## config.mk

```make
export PLATFORM = sky130hd
export DESIGN_NAME = lcd_bus_writer
export DESIGN_NICKNAME = d
export VERILOG_FILES = /design/src/rtl/lcd_bus_writer.sv
export SDC_FILE = /design/constraint.sdc
export NUM_CORES = 1
export LEC_CHECK = 0
export CORE_ASPECT_RATIO = 2
export CORE_UTILIZATION = 40
export DETAILED_ROUTE_END_ITERATION = 6
export SYNTH_ARGS = -nofsm -noshare
export SYNTH_HDL_FRONTEND = slang
export SYNTH_SLANG_ARGS = --single-unit
```

## constraint.sdc

```tcl
create_clock -name clk -period 4.6 [get_ports clk]
set_input_delay 0.92 -clock clk [delete_from_list [all_inputs] [get_ports clk]]
set_output_delay 0.92 -clock clk [all_outputs]
set_load 0.03 [all_outputs]
```

## src/rtl/lcd_bus_writer.sv

```systemverilog
// LCD bus writer: sends one byte per handshake as one (8-bit) or two (4-bit) timed E strobes.
// Optional LCD_LONG_CMD_EN: clear/home commands (0x01/0x02) get the T_GAP_LONG post-byte gap.
module lcd_bus_writer #(
    parameter int BUS_WIDTH  = 4,
    parameter int T_SETUP    = 2,
    parameter int T_PULSE    = 12,
    parameter int T_HOLD     = 1,
    parameter int T_GAP_NIB  = 50,
    parameter int T_GAP_CMD  = 2000,
    parameter int T_GAP_LONG = 82000
) (
    input  logic                 clk,
    input  logic                 reset,
    input  logic                 wr_valid,
    output logic                 wr_ready,
    input  logic                 wr_rs,
    input  logic [7:0]           wr_data,
    output logic                 LCD_RS,
    output logic                 LCD_RW,
    output logic                 LCD_E,
    output logic [BUS_WIDTH-1:0] LCD_D,
    output logic                 busy
);

    if (BUS_WIDTH != 4 && BUS_WIDTH != 8) begin : g_bad_width
        $error("lcd_bus_writer: BUS_WIDTH must be 4 or 8");
    end
    if (T_SETUP < 1 || T_PULSE < 1 || T_HOLD < 1 || T_GAP_NIB < 1 || T_GAP_CMD < 1 ||
        T_GAP_LONG < 1 || T_SETUP >= 2**20 || T_PULSE >= 2**20 || T_HOLD >= 2**20 ||
        T_GAP_NIB >= 2**20 || T_GAP_CMD >= 2**20 || T_GAP_LONG >= 2**20) begin : g_bad_timing
        $error("lcd_bus_writer: timing parameters must be in 1 .. 2^20-1");
    end

    typedef enum logic [2:0] {
        S_IDLE, S_SETUP, S_PULSE, S_HOLD, S_GAP_NIB, S_GAP_CMD
    } state_t;

    // Counters are loaded with N-1 so a state lasts exactly N cycles.
    localparam logic [19:0] LD_SETUP   = 20'(T_SETUP - 1);
    localparam logic [19:0] LD_PULSE   = 20'(T_PULSE - 1);
    localparam logic [19:0] LD_HOLD    = 20'(T_HOLD - 1);
    localparam logic [19:0] LD_GAP_NIB = 20'(T_GAP_NIB - 1);
    localparam logic [19:0] LD_GAP_CMD = 20'(T_GAP_CMD - 1);

    state_t                 state;
    logic [19:0]            cnt;
    logic                   second_nib;
    logic [BUS_WIDTH-1:0]   lo_q;
    logic [19:0]            gap_load;

    // In 4-bit mode the first beat is the high nibble; in 8-bit mode the whole byte.
    function automatic logic [BUS_WIDTH-1:0] first_beat(input logic [7:0] d);
        return BUS_WIDTH'(d >> (8 - BUS_WIDTH));
    endfunction

`ifdef LCD_LONG_CMD_EN
    localparam logic [19:0] LD_GAP_LONG = 20'(T_GAP_LONG - 1);
    logic long_q;
    assign gap_load = long_q ? LD_GAP_LONG : LD_GAP_CMD;
`else
    assign gap_load = LD_GAP_CMD;
`endif

    assign LCD_RW = 1'b0;
    assign busy   = ~wr_ready;

    always_ff @(posedge clk or posedge reset) begin
        if (reset) begin
            state      <= S_IDLE;
            cnt        <= '0;
            second_nib <= 1'b0;
            lo_q       <= '0;
            LCD_E      <= 1'b0;
            LCD_RS     <= 1'b0;
            LCD_D      <= '0;
            wr_ready   <= 1'b1;
`ifdef LCD_LONG_CMD_EN
            long_q     <= 1'b0;
`endif
        end else begin
            case (state)
                S_IDLE: begin
                    if (wr_valid && wr_ready) begin
                        lo_q     <= BUS_WIDTH'(wr_data);
                        LCD_RS   <= wr_rs;
                        LCD_D    <= first_beat(wr_data);
                        wr_ready <= 1'b0;
                        cnt      <= LD_SETUP;
                        state    <= S_SETUP;
`ifdef LCD_LONG_CMD_EN
                        long_q   <= !wr_rs && (wr_data == 8'h01 || wr_data == 8'h02);
`endif
                    end
                end
                S_SETUP: begin
                    if (cnt == '0) begin
                        LCD_E <= 1'b1;
                        cnt   <= LD_PULSE;
                        state <= S_PULSE;
                    end else begin
                        cnt <= cnt - 20'd1;
                    end
                end
                S_PULSE: begin
                    if (cnt == '0) begin
                        LCD_E <= 1'b0;
                        cnt   <= LD_HOLD;
                        state <= S_HOLD;
                    end else begin
                        cnt <= cnt - 20'd1;
                    end
                end
                S_HOLD: begin
                    if (cnt == '0) begin
                        if (BUS_WIDTH == 4 && !second_nib) begin
                            second_nib <= 1'b1;
                            cnt        <= LD_GAP_NIB;
                            state      <= S_GAP_NIB;
                        end else begin
                            cnt   <= gap_load;
                            state <= S_GAP_CMD;
                        end
                    end else begin
                        cnt <= cnt - 20'd1;
                    end
                end
                S_GAP_NIB: begin
                    if (cnt == '0) begin
                        LCD_D <= lo_q;
                        cnt   <= LD_SETUP;
                        state <= S_SETUP;
                    end else begin
                        cnt <= cnt - 20'd1;
                    end
                end
                S_GAP_CMD: begin
                    if (cnt == '0) begin
                        second_nib <= 1'b0;
                        wr_ready   <= 1'b1;
                        state      <= S_IDLE;
                    end else begin
                        cnt <= cnt - 20'd1;
                    end
                end
                default: begin
                    state    <= S_IDLE;
                    cnt      <= '0;
                    LCD_E    <= 1'b0;
                    wr_ready <= 1'b1;
                end
            endcase
        end
    end

endmodule

```

Word level (Yosys, flattened, before mapping). Index checks and enable logic that the tools add are counted.

Eq/ne operators: 12. Bitwise operators: 3. Shifts and indexed selects: 0. Reductions and logical operators: 14. Div/mod/pow operators: 0. Multipliers: 0. $lt $le $gt $ge: 0. $add $sub $neg: 1. Multiplexer cells: 25.

Operator list (count): $mux W20 (6); $pmux W20 S6 (1); $logic_not A20 Y1 (1); $sub A20 B1 Y20 const B (1); $mux W3 (6); $pmux W3 S6 (1); $ne A2 B2 Y1 const B (7); $reduce_and A3 Y1 (4); $mux W11 (1); $mux W4 (2); $pmux W4 S2 (1); $reduce_or A4 Y1 (2); $eq A3 B2 Y1 const B (2); $eq A3 B3 Y1 const B (2); $pmux W1 S3 (2); $reduce_and A6 Y1 (1); $mux W1 (4); $reduce_and A2 Y1 (2); $reduce_bool A2 Y1 (2); $eq A3 B1 Y1 const B (1); $logic_not A3 Y1 (1); $not A1 Y1 (3); $pmux W1 S2 (1); $logic_and A1 B1 Y1 (1).

Register bits: 35. Word-level logic and storage cells: 63. ROM bits: 0. Bits in writable memories: 0. Bits in latches: 0. Output and inout port bits: 9. Memories: 0.

Longest topological paths before layout.
Depth after elaboration: 4. Depth in mapped cells: 9.

Worst setup path before layout. No wires, ideal clock.

Path type: register -> register. Start: reg cnt[0]. End: reg cnt[13]. Buffers on the path: 1. Arrival time: 2205 ps. Clock period less this slack: 2336 ps. Library setup time: 131 ps. Cell stages (with the launch flop): 9. Path slack: 2264 ps. Required time: 4469 ps. Cells stage by stage: dfrtp_1 inv_1 ha_1 or3b_4 or4_4 buf_6 o211ai_2 or3_2 a21oi_1.

Word-level cells in the longest chain between the ends: 3. Elaborated cells between the ends (all ways): 10. Classes of those cells: 1 x add/sub; 1 x eq/ne; 6 x mux; 2 x reduce/logical.

Ends and longest elaborated chain: from (decl) (line 46) `logic [19:0] cnt;`; from (signal assigned) (line 101) `cnt <= cnt - 20'd1;`; from (signal assigned) (line 110) `cnt <= cnt - 20'd1;`; from (signal assigned) (line 120) `cnt <= gap_load;`; $sub A20 B1 Y20 or $logic_not A20 Y1 (tied branches); $mux W20 (tied with other cells) (line 137) `if (cnt == '0) begin`; $pmux W20 S6 or $reduce_and A2 Y1 (tied branches).

Several ways; a longest one is shown, not always the timed one. The select of a mux whose other input is x is not followed. A chain may end at the register's enable or synchronous reset.

Worst setup path after layout.
Start: reg cnt[0]. End: reg cnt[6].

Same word-level chain as after synthesis.

==> flow_summary.yaml <==
layout:
  final_area_um2: 2420
  fillers: 497
  layout-drive-gt1-share: 0.167
  nNetsFinal: 246
  antenna_cells: 0
  final_common_cell: "dfrtp_1"
  final_cell_mix: "dfrtp_1, clkdlybuf4s50_1, a21oi_1, nor2_1, nand2_1"
  post-route-util: 0.475
  area.growth.synth_to_final_pct: 15.1
detailed_routing:
  viasPerCell: 5.91
  vias: 1727
  drtAntennaViolNets: 0
  wl_per_cell_um: 17.5
  first_pass_iters: 4
  drc: 0
  wirelength_um: 5120
  drt_iter0_markers: 63
logic_synthesis:
  syn_nets: 230
  yosysUniqueCellTypes: 61
  avgSynthCellArea_um2: 9.68
  synth-seq-cells: 35
  synth-seq-area-share: 0.418
  synth_ff_type: "dfrtp_1"
  synth_area_leaders: "dfrtp_1, a21oi_1, mux2_2"
  synthArstFlopShare: 1.00
  yosys_warnings: 0
  syn_area_um2: 2100
  synth_top_area_frac: 0.405
  synth_edf_count: 0
  netlist_instances: 217
  yosysTopAreaCell: "dfrtp_1"
sta:
  fin_crit_sh: 0.578
  setup_violations: 0
  hold_violations: 0
  max_freq_ghz: 0.376
  rsz0062_at_grt: "no"
  tns_ps: 0
  slew_viol_final: 0
  slew_headroom: 0.470
  fin_crit_ps: 2660
  hold_slack_ps: 517
  clock_skew_ps: 6.89
  tightest_slew_ps: 793
min_path:
  hold_class: "register to register"
floorplan:
  start_util: 0.412
  coreArea_um2: 5090
  row_count: 37
  fp.dieH_um: 104
  die_x_um: 53.2
  io_pins: 21
  dieArea_um2: 5560
place:
  gp_congestion: 0.791
  placed_cell_area_um2: 2300
  port_buffers: 19
  dp_hpwl_um: 3770
grt:
  antenna_found_initial: 0
  global_route.usage.total: 0.217
  grt_start_max_net_pins: 36
  first_global_vias: 1762
  grt_pass1_wl_um: 8580
  overflow: 0
run_status:
  status: "complete, no violations"
critical_path:
  endpoint_kind: "register"
  r2r_cells: 7
  worstSetupStartpoint: "cnt[0]"
  regToRegEndpoint: "cnt[6]"
  r2r-start: "cnt[0]"
  reg2reg_slack_ps: 1940
  worstPathArrival_ps: 2860
  cp_cell_sequence: "inv_1 > ha_1 > or3b_4 > or4_4 > o21ai_2 > o21ai_0 > o311ai_1"
  max_stage_delay_ps: 640
  startpoint_type: "register"
  worst-setup-path-type: "register to register"
  crit_path_end: "cnt[6]"
  path_max_fanout: 11
  crit_path_top_delay_cell: "or4_4"
  crit_required_ps: 4800
cts:
  cts_hold_buf: 0
  cts_tree: "built"
  cts_setup_buffers: 0
  ctsResizeCount: 0
  htree_levels: 2
  worstSkewPairLatency_ps: 300
  cts_root_buf: "clkbuf_8"
  numCtsBuffers: 5
  cts_sinks: 35
  cts.clk_slew.worst_paths_ps: 70
  cts_buffer_depth: 2
flow_run:
  maxCapViolations: 0
pwr:
  p_per_area_nw_per_um2: 257
  vdd_drop_max_uv: 245
  p_leak_nw: 0.938
-- flip-flops by register name (all words and copies together) (netlist names) --
register,flops
second_nib,1
state,3
LCD_RS,1
cnt,20
LCD_D,4
lo_q,4
LCD_E,1
wr_ready,1
-- worst min-delay path by stage --
stage,startpoint,endpoint,slack [ps],cells after the start
floorplan,lo_q[0],lo_q[0],480,1
global placement,LCD_RS,LCD_RS,500,1
detailed placement,LCD_RS,LCD_RS,500,1
CTS,LCD_RS,LCD_RS,520,1
global route,LCD_RS,LCD_RS,530,1
finish,lo_q[0],lo_q[0],520,1
-- cell type report --
type | count | area, µm² | share of cell area
clock buffers | 6 | 82.6 | 0.0342
flip-flops and latches | 35 | 877 | 0.363
repair buffers | 21 | 205 | 0.0849
inverters | 10 | 37.5 | 0.0155
clock inverters | 2 | 35.0 | 0.0145
well taps | 58 | 72.6 | 0.0300
multi-input cells | 160 | 1110 | 0.458
-- Yosys cell counts (2+ instances only) --
| library cell | count |
|---|---|
| a21o_1 | 2 |
| a21oi_1 | 17 |
| and2_1 | 3 |
| buf_2 | 2 |
| buf_4 | 2 |
| buf_6 | 3 |
| clkbuf_1 | 4 |
| dfrtp_1 | 34 |
| inv_1 | 10 |
| mux2_2 | 5 |
| nand2_1 | 12 |
| nand2b_1 | 8 |
| nand3_1 | 8 |
| nand4_1 | 6 |
| nor2_1 | 13 |
| nor2b_1 | 3 |
| nor3_1 | 5 |
| nor4_1 | 3 |
| nor4_2 | 2 |
| o211ai_2 | 2 |
| o21ai_0 | 7 |
| o21ai_1 | 5 |
| o221a_2 | 4 |
| o221ai_1 | 2 |
| o311ai_1 | 2 |
| o31ai_1 | 4 |
| o41ai_1 | 2 |
| or3_1 | 9 |
| or3_2 | 2 |
| or4_1 | 3 |
| xor2_1 | 3 |
-- report_power, final --
group | switching, mW | leakage (nW) | internal [mW]
sequential | 0 | 0.433 | 0.308
clock | 0.120 | 0.0612 | 0.175
combinational | 0.00798 | 0.443 | 0.00918
-- layer usage --
metal,part of all wire,vias up,GRT usage
met5,0,-,0
met4,0.028,0,0.111
met3,0.033,10,0.0468
met2,0.57,40,0.379
met1,0.37,831,0.225
li1,-,846,-
-- cells by family (layout without fill, tap and decap cells) --
logic type	after synthesis	count (layout)	share of synthesized area
XOR/XNOR	4	4	0.0167
AND/OR/NAND/NOR	84	84	0.234
multiplexers	5	5	0.0268
buffers and inverters	22	39	0.0548
adder cells (fa/ha/maj)	1	1	0.00596
other	1	1	0.00179
flip-flops	35	35	0.418
AO/OA/AOI/OAI	65	65	0.243
-- critical path: cells and delay by family, from the launching register on --
kind	cells	cell delay, ps
AO/OA/AOI/OAI	3	780
adder cells (fa/ha/maj)	1	200
buffers and inverters	1	80
flip-flops	1	440
AND/OR/NAND/NOR	2	1050
-- metrics by stage --
step / total power [mW] / setup WS (ps) / instances
2_1_floorplan: 0.320 / 2260 / 217
3_5_place_dp: 0.332 / 1830 / 284
3_3_place_gp: 0.331 / 1840 / 284
4_1_cts: 0.626 / 1970 / 292
5_1_grt: 0.639 / 1820 / 292
6_report: 0.620 / 1940 / 292
(Power assumes the default switching activity.)
